## src/rtl/exu_pipe.sv

```systemverilog
// Execute stage: single-cycle ALU, branch/jump redirect and iterative multiplier,
// with a valid/ready handshake on both sides and a registered result toward MEM.
module exu_pipe #(
  parameter int XLEN     = 32,
  parameter int MUL_STEP = 4,
  parameter int RADDR_W  = 5
) (
  input  logic               clk,
  input  logic               rst_n,
  input  logic               flush,
  input  logic               in_valid,
  output logic               in_ready,
  input  logic [XLEN-1:0]    in_pc,
  input  logic [XLEN-1:0]    in_src1,
  input  logic [XLEN-1:0]    in_src2,
  input  logic [XLEN-1:0]    in_rs2,
  input  logic [XLEN-1:0]    in_imm,
  input  logic [3:0]         in_alu_op,
  input  logic [2:0]         in_bran,
  input  logic [1:0]         in_jump,
  input  logic               in_reg_wen,
  input  logic [RADDR_W-1:0] in_rd,
  output logic               out_valid,
  input  logic               out_ready,
  output logic [XLEN-1:0]    out_res,
  output logic [XLEN-1:0]    out_rs2,
  output logic               out_reg_wen,
  output logic [RADDR_W-1:0] out_rd,
  output logic               redir_valid,
  output logic [XLEN-1:0]    redir_pc
);
  // state | meaning
  // IDLE  | accepting ops; single-cycle results load the output regs directly
  // MUL   | accumulating MUL_STEP partial products per cycle
  // DONE  | multiply finished, waiting for the output regs to be free
  localparam int MUL_CYC = XLEN / MUL_STEP;
  localparam int SH_W    = $clog2(XLEN);
  localparam int CNT_W   = (MUL_CYC > 1) ? $clog2(MUL_CYC) : 1;
  localparam logic [2*XLEN-1:0] ONE_W = (2*XLEN)'(1);
  localparam logic [XLEN-1:0]   ONE_X = XLEN'(1);

  typedef enum logic [1:0] {S_IDLE, S_MUL, S_DONE} state_t;
  state_t state, state_nxt;

  logic [2*XLEN-1:0]  mcand, acc, prod;
  logic [XLEN-1:0]    mplier, mag1, mag2, alu_res, target;
  logic [CNT_W-1:0]   cnt;
  logic               neg, hi_sel, p_wen;
  logic [XLEN-1:0]    p_rs2;
  logic [RADDR_W-1:0] p_rd;
  logic               is_mul, is_mulh, out_free, accept, taken, redirect;
  logic [SH_W-1:0]    shamt;

  assign out_free = !out_valid || out_ready;
  assign in_ready = (state == S_IDLE) && out_free;
  assign accept   = in_valid && in_ready && !flush;
  assign is_mul   = (in_alu_op == 4'd10) || (in_alu_op == 4'd11) || (in_alu_op == 4'd12);
  assign is_mulh  = (in_alu_op == 4'd11);
  assign shamt    = in_src2[SH_W-1:0];

  always_comb begin
    alu_res = '0;
    case (in_alu_op)
      4'd0:  alu_res = in_src1 + in_src2;
      4'd1:  alu_res = in_src1 - in_src2;
      4'd2:  alu_res = in_src1 << shamt;
      4'd3:  alu_res = {{(XLEN-1){1'b0}}, $signed(in_src1) < $signed(in_src2)};
      4'd4:  alu_res = {{(XLEN-1){1'b0}}, in_src1 < in_src2};
      4'd5:  alu_res = in_src1 ^ in_src2;
      4'd6:  alu_res = in_src1 >> shamt;
      4'd7:  alu_res = $unsigned($signed(in_src1) >>> shamt);
      4'd8:  alu_res = in_src1 | in_src2;
      4'd9:  alu_res = in_src1 & in_src2;
      4'd13: alu_res = in_src2;
      default: alu_res = '0;
    endcase
  end

  always_comb begin
    taken = 1'b0;
    case (in_bran)
      3'd1: taken = (in_src1 == in_rs2);
      3'd2: taken = (in_src1 != in_rs2);
      3'd3: taken = $signed(in_src1) < $signed(in_rs2);
      3'd4: taken = $signed(in_src1) >= $signed(in_rs2);
      3'd5: taken = in_src1 < in_rs2;
      3'd6: taken = in_src1 >= in_rs2;
      default: taken = 1'b0;
    endcase
  end

  assign redirect = !is_mul && (taken || (in_jump != 2'd0));
  assign target   = (in_jump == 2'd2) ? ((in_src1 + in_imm) & ~ONE_X) : (in_pc + in_imm);

  // MULH works on magnitudes; the sign is reapplied to the full product at the end
  assign mag1 = (is_mulh && in_src1[XLEN-1]) ? (~in_src1 + ONE_X) : in_src1;
  assign mag2 = (is_mulh && in_src2[XLEN-1]) ? (~in_src2 + ONE_X) : in_src2;
  assign prod = neg ? (~acc + ONE_W) : acc;

  always_comb begin
    state_nxt = state;
    case (state)
      S_IDLE: if (accept && is_mul) state_nxt = S_MUL;
      S_MUL:  if (cnt == CNT_W'(MUL_CYC-1)) state_nxt = S_DONE;
      S_DONE: if (out_free) state_nxt = S_IDLE;
      default: state_nxt = S_IDLE;
    endcase
    if (flush) state_nxt = S_IDLE;
  end

  always_ff @(posedge clk or negedge rst_n) begin
    if (!rst_n) state <= S_IDLE;
    else        state <= state_nxt;
  end

  always_ff @(posedge clk or negedge rst_n) begin
    if (!rst_n) begin
      mcand  <= '0;
      mplier <= '0;
      acc    <= '0;
      cnt    <= '0;
      neg    <= 1'b0;
      hi_sel <= 1'b0;
      p_rs2  <= '0;
      p_wen  <= 1'b0;
      p_rd   <= '0;
    end else if (accept && is_mul) begin
      mcand  <= {{XLEN{1'b0}}, mag1};
      mplier <= mag2;
      acc    <= '0;
      cnt    <= '0;
      neg    <= is_mulh && (in_src1[XLEN-1] ^ in_src2[XLEN-1]);
      hi_sel <= (in_alu_op != 4'd10);
      p_rs2  <= in_rs2;
      p_wen  <= in_reg_wen;
      p_rd   <= in_rd;
    end else if (state == S_MUL) begin
      acc    <= acc + mcand * {{(2*XLEN-MUL_STEP){1'b0}}, mplier[MUL_STEP-1:0]};
      mcand  <= mcand << MUL_STEP;
      mplier <= mplier >> MUL_STEP;
      cnt    <= cnt + CNT_W'(1);
    end
  end

  always_ff @(posedge clk or negedge rst_n) begin
    if (!rst_n) begin
      out_valid   <= 1'b0;
      out_res     <= '0;
      out_rs2     <= '0;
      out_reg_wen <= 1'b0;
      out_rd      <= '0;
      redir_valid <= 1'b0;
      redir_pc    <= '0;
    end else if (flush) begin
      out_valid   <= 1'b0;
      redir_valid <= 1'b0;
    end else begin
      redir_valid <= accept && redirect;
      if (accept && redirect) redir_pc <= target;
      if (accept && !is_mul) begin
        out_valid   <= 1'b1;
        out_res     <= (in_jump != 2'd0) ? (in_pc + XLEN'(4)) : alu_res;
        out_rs2     <= in_rs2;
        out_reg_wen <= in_reg_wen;
        out_rd      <= in_rd;
      end else if (state == S_DONE && out_free) begin
        out_valid   <= 1'b1;
        out_res     <= hi_sel ? prod[2*XLEN-1:XLEN] : prod[XLEN-1:0];
        out_rs2     <= p_rs2;
        out_reg_wen <= p_wen;
        out_rd      <= p_rd;
      end else if (out_ready) begin
        out_valid   <= 1'b0;
      end
    end
  end
endmodule

```

## config.mk

```make
export PLATFORM = sky130hd
export DESIGN_NAME = exu_pipe
export DESIGN_NICKNAME = d
export VERILOG_FILES = /design/src/rtl/exu_pipe.sv
export SDC_FILE = /design/constraint.sdc
export NUM_CORES = 2
export LEC_CHECK = 0
export ABC_AREA = 1
export CAP_MARGIN = 20
export CORE_ASPECT_RATIO = 0.8
export CORE_MARGIN = 5
export CORE_UTILIZATION = 35
export CTS_BUF_LIST = sky130_fd_sc_hd__clkbuf_16
export DETAILED_ROUTE_END_ITERATION = 12
export HOLD_SLACK_MARGIN = 0.02
export PLACE_DENSITY_LB_ADDON = 0.2
export SLEW_MARGIN = 10
export SYNTH_ARGS = -nofsm -noshare
export SYNTH_HDL_FRONTEND = slang
export SYNTH_SLANG_ARGS = --single-unit
```

## constraint.sdc

```tcl
create_clock -name clk -period 4.53 [get_ports clk]
set_input_delay 0.906 -clock clk [delete_from_list [all_inputs] [get_ports clk]]
set_output_delay 0.906 -clock clk [all_outputs]
set_load 0.05 [all_outputs]
```

# Yosys cells after proc, flatten, opt, wreduce, memory -nomap -nowiden
# Index checks and enable logic that the tools add are counted.
# Widths: inputs -> output; s select.
# word_totals
register_bits	309
out_inout_bits	105
word_cells	135
# op_classes
add_sub_neg	10
n_mul	1
magnitude_cmp	6
n_eq_ne	29
shift	3
n_mux	34
n_bitwise	8
n_reduce_logical	27
# op_table
cell	n
$mux 32	11
$pmux 32 s11	1
$mux 64	5
$lt 32x32->1	4
$add 32x32->32	3
$add 32x1->32 const B	2
$add 64x1->64 const B	1
$add 64x64->64	1
$ge 32x32->1	2
$mul 64x4->64	1
$not 32->32	2
$not 64->64	1
$add 32x3->32 const B	1
$and 32x32->32	1
$eq 32x32->1	1
$ne 32x32->1	1
$or 32x32->32	1
$shl 32x5->32	1
$shr 32x5->32	1
$sshr 32x5->32	1
$sub 32x32->32	1
$xor 32x32->32	1
$eq 4x4->1 const B	6
$eq 4x3->1 const B	4
other kinds (28)	64

# Longest topological paths before layout
# logic_depth
word_depth	9
ltp_mapped	26
ltp_nobuf	24

# Worst setup path before layout
# OpenSTA, ideal clock, no wires.
# synth_timing
path_kind	reg-to-reg
from	reg mplier[1]
to	reg acc[39]
setup_ns	0.130
arrival_ns	4.097
t_required_ns	4.400
setup_slack_ns	0.303
stages_incl_launch_ff	22
cell_sequence	dfrtp_1 clkbuf_1 buf_1 nand2_1 inv_1 fa_1 fa_1 inv_1 fa_1 inv_1 ha_1 a21oi_1 a21boi_0 o21ai_0 a21oi_1 o21ai_0 nand2_1 nand2_1 nand2_1 nand3_1 nand3_1 o21ai_0
# synth_via
elab_chain_cells	4
# synth_rtl
element	line_no	source
start: declaration	46	logic [XLEN-1:0] mplier, mag1, mag2, alu_res, target;
start signal: assignment	129	mplier <= mag2;
start signal: assignment	140	mplier <= mplier >> MUL_STEP;
$mul 64x4->64	138	acc <= acc + mcand * {{(2*XLEN-MUL_STEP){1'b0}}, mplier[MUL_STEP-1:0]};
$add 64x64->64	138	
$mux 64	137	end else if (state == S_MUL) begin
$mux 64	127	end else if (accept && is_mul) begin
end signal: assignment	138	
end: declaration	45	logic [2*XLEN-1:0] mcand, acc, prod;
# No other way between the ends. The select of a mux whose other input is x is not followed.
# A chain may end at the register's enable or synchronous reset.

# Worst setup path after layout
# layout_timing
from	reg mplier[3]
to	reg acc[47]
# Same word-level chain as after synthesis.

==> results.txt <==
----------------------------------------------------
[Worst setup path]
  Crit path arrival time ... about 5.0 ns
  Capturing instance or port of the critical path ... acc[47]$_DFFE_PN0P_
  Startpoint of the worst register-to-register path ... mplier[3]$_DFFE_PN0P_
  CP Capture Type ... register
  Type of the setup path with the least slack ... register to register
  Biggest fanout along the worst timing path ... 38
  Timing startpoint of the critical path ... mplier[3]$_DFFE_PN0P_
  Nature of the critical path startpoint ... register
  Setup slack of the worst register-to-register path ... 0.05 ns
  Reg2reg end ... acc[47]$_DFFE_PN0P_
  Cell depth of the worst flop-to-flop path ... 22
  Required time of the critical path ... 5.01 ns

[Clock network]
  Cell at the root of the clock tree ... sky130_fd_sc_hd__clkbuf_16
  CTS tree ... done
  H-Tree Depth ... 2
  Number of buffers added by the clock tree synthesis step ... 42
  Max clock buf depth ... 3
  Number of hold buffers added after CTS ... 0
  Total number of clock tree sinks ... just over 300
  Worst-skew pair later-pin latency ... 0.64 ns
  Clock transition at the registers of the reported paths ... 0.07 ns

[Die]
  I/O pin count ... around 290
  Area of the core ... around 120000 µm²
  Die outline width ... roughly 400 µm
  Initial Util ... roughly 35%
  Core Rows ... 114
  Die Y-Extent ... about 320 µm
  Full die area ... 129800 µm²

[Cells and area]
  Layout cell share with drive strength beyond 1 ... 13.95%
  Most frequent standard cell in the layout excluding fill and tap cells ... sky130_fd_sc_hd__nand2_1
  Commonest cells after routing, fill and taps aside ... sky130_fd_sc_hd__nand2_1, sky130_fd_sc_hd__inv_1, sky130_fd_sc_hd__buf_4
  Final nets ... roughly 8500
  Relative area change from synthesis to final layout ... 28.55%
  Fillers ... around 13000

[Yosys]
  Number of standard cells after synthesis ... about 7100
  Netlist Area Pre-Place ... ~43000 µm²
  Synthesis Warnings ... 0
  Net Count, Synth ... between 7000 and 8000
  Share of the yosys chip area belonging to registers ... 18.01%
  Register bit count reported by yosys ... approximately 310
  Synth unique cells ... 62
  Average size of a mapped cell ... roughly 6.1 µm²

[STA]
  Count of endpoints failing hold in the final timing report ... 0
  Final-report max-slew violation count ... 0
  Number of setup violations in the final report ... 0
  Setup TNS ... 0 ns
  Setup repair after global routing missed its margin ... true
  Achievable clock frequency ... 223.2 MHz
  Slew margin rel. ... between 20% and 30%
  Transition time of the tightest slew-check pin ... 1.111 ns
  Time the final worst path needs with I/O delays and setup ... between 4 and 5 ns
  Worst clock skew on the final layout ... 0.02729 ns
  Post-route clock period utilization ... 98.89%
  Worst hold margin ... approximately 0.29 ns

[Global routing]
  Largest net degree at the start of global routing ... a little over 90
  First-pass GRT wire length ... between 300000 and 400000 µm
  Overflow after GRT ... 0
  Number of global-route vias before repair ... around 50000
  Overall track demand over capacity in global routing ... between 30% and 40%
  Antenna violations before repair ... 14

[Pwr]
  Leak Pwr ... ~28 nW
  Highest ir drop seen on vdd ... 0.0005918 V
  Cell Pwr Density ... 634.7 nW/µm²

[Drt]
  Wire per inst ... ~27 µm
  Drt first-iter violations ... between 7000 and 8000
  Via count ... between 50000 and 60000
  Via density ... 5.594
  Antenna viol nets, final ... 0
  Number of optimization iterations in the first detailed-route pass ... 8
  Residual DRC count ... 0
  Routed WL ... 255400 µm

[Job]
  Max cap viols ... 0

[Placement]
  Number of port buffers ... ~280
  HPWL after DPL ... 209400 µm
  Global placement routability congestion ... approximately 1.1

[Run status]
  Result of the run ... complete, no violations

[Hold path]
  HP Class ... primary input to asynchronous set/reset pin

----------------------------------------------------
## state kept, by name, summed over array words and instances, names as in the netlist, 3 cells and up
register  cells
acc          64
cnt           3
mcand        64
mplier       32
out_rd        5
out_res      32
out_rs2      32
p_rd          5
p_rs2        32
redir_pc     32
## cell families after synthesis
| family | count (synthesis) | synth area share [%] |
|---|---|---|
| and+or+nand+nor | 3660 | 35.79 |
| buffers and inverters | 1382 | 12.46 |
| AOI/OAI and AO/OA | 1208 | 15.74 |
| adders and majority gates | 449 | 16.34 |
| DFF | 309 | 18.01 |
| xor gates and xnor gates | 80 | 1.632 |
| muxes | 1 | 0.02332 |
## metal layers
layer | vias to the layer above | GRT usage [%] | routed length (µm)
li1 | 24440 | - | -
met4 | 12 | 10.40 | 8188
met1 | 25660 | 56.43 | 116500
met5 | - | 0 | 115
met2 | 2943 | 51.96 | 98200
met3 | 356 | 11.68 | 32380
## report_power, final
group | internal, W | leakage (nW) | total [W] | switching [W]
Sequential | 0.00377 | 3.88 | 0.00502 | 0.00125
Combinational | 0.00997 | 23.8 | 0.0266 | 0.0166
Clock | 0.00182 | 0.644 | 0.00344 | 0.00162
## cells in the mapped netlist (all sizes together)
cell type | number | share of area (%)
a21boi | 4 | 0.070
inv | 1133 | 9.9
mux2i | 1 | 0.023
nor3b | 1 | 0.017
or2 | 14 | 0.20
a41oi | 1 | 0.020
o21bai | 27 | 0.47
o221ai | 37 | 0.75
o31ai | 5 | 0.087
clkinv | 7 | 0.061
a22oi | 1 | 0.017
nand3 | 653 | 7.6
o21ai | 455 | 5.3
ha | 263 | 7.7
nand4 | 107 | 1.6
xor2 | 60 | 1.2
a21oi | 426 | 5.0
buf | 123 | 1.4
a31oi | 65 | 0.95
o22ai | 85 | 1.3
and3 | 5 | 0.073
or3b | 1 | 0.026
o211a | 1 | 0.023
xnor2 | 20 | 0.41
a211oi | 12 | 0.21
nand3b | 14 | 0.24
nand2 | 2058 | 18
dfrtp | 309 | 18
o211ai | 34 | 0.59
a21o | 25 | 0.44
o21a | 23 | 0.40
and2 | 15 | 0.22
fa | 186 | 8.7
o311ai | 1 | 0.020
o2111ai | 3 | 0.061
clkbuf | 119 | 1.0
a221oi | 1 | 0.020
nor3 | 107 | 1.4
nor2 | 666 | 6.1
a22o | 2 | 0.041
nor4 | 19 | 0.29
## worst max-delay path, stage by stage (launching register included)
cell	delay [ns]
sky130_fd_sc_hd__dfrtp_2	0.43
sky130_fd_sc_hd__buf_12	0.17
sky130_fd_sc_hd__nand2_1	0.11
sky130_fd_sc_hd__inv_1	0.11
sky130_fd_sc_hd__fa_1	0.57
sky130_fd_sc_hd__fa_1	0.56
sky130_fd_sc_hd__inv_1	0.06
sky130_fd_sc_hd__fa_1	0.50
sky130_fd_sc_hd__inv_1	0.06
sky130_fd_sc_hd__ha_4	0.28
sky130_fd_sc_hd__buf_6	0.12
sky130_fd_sc_hd__nand2_1	0.07
sky130_fd_sc_hd__nor2_1	0.11
sky130_fd_sc_hd__inv_1	0.06
sky130_fd_sc_hd__buf_4	0.14
sky130_fd_sc_hd__nor2_4	0.12
sky130_fd_sc_hd__inv_1	0.09
sky130_fd_sc_hd__nor2_2	0.14
sky130_fd_sc_hd__nand3b_1	0.10
sky130_fd_sc_hd__nand3_2	0.14
sky130_fd_sc_hd__a21oi_2	0.09
sky130_fd_sc_hd__o21ai_4	0.13
sky130_fd_sc_hd__o21ai_0	0.12
## worst min-delay path by stage
| stage | start | end | slack [ns] | depth (start not counted) |
|---|---|---|---|---|
| after global routing | rst_n | redir_pc[22]$_DFFE_PN0P_ | 0.33 | 1 |
| after CTS | rst_n | redir_pc[22]$_DFFE_PN0P_ | 0.32 | 1 |
| final | rst_n | redir_pc[22]$_DFFE_PN0P_ | 0.29 | 1 |
| after detailed placement | redir_pc[1]$_DFFE_PN0P_ | redir_pc[1]$_DFFE_PN0P_ | 0.46 | 2 |
| after floorplan | p_rd[0]$_DFFE_PN0P_ | p_rd[0]$_DFFE_PN0P_ | 0.45 | 2 |
| after global placement | redir_pc[10]$_DFFE_PN0P_ | redir_pc[10]$_DFFE_PN0P_ | 0.46 | 2 |
## stage by stage
step                      utilization (%)  instance area, µm²  instances  worst slack [ns]  power, W
after CTS                           44.37               53860       9528          -0.02646   0.03121
after floorplan                         -               42920       7089            0.3027   0.01707
final                               45.46               55180       9548           0.05039   0.03502
after global placement              43.14               52370       9451           -0.2258   0.02726
after detailed placement            43.14               52370       9451           -0.1860   0.02724
after global routing                45.44               55160       9540           -0.1489   0.03732
## layout make-up
cell class	count	area, µm²	area share [%]
Multi-Input combinational cell	5398	31240	56.62
Inverter	1140	4288	7.771
Timing Repair Buffer	994	8557	15.51
Clock inverter	33	249.0	0.4512
Antenna cell	8	20.02	0.03628
Clock buffer	42	1051	1.905
Tap cell	1624	2032	3.683
Sequential cell	309	7739	14.02
## timing repair
action,CTS,global route
setup buffers,2,12
resized for setup,51,287
setup endpoints to repair,22,46
pin swaps,5,42
No activity file was read; power rests on OpenSTA's default activity.
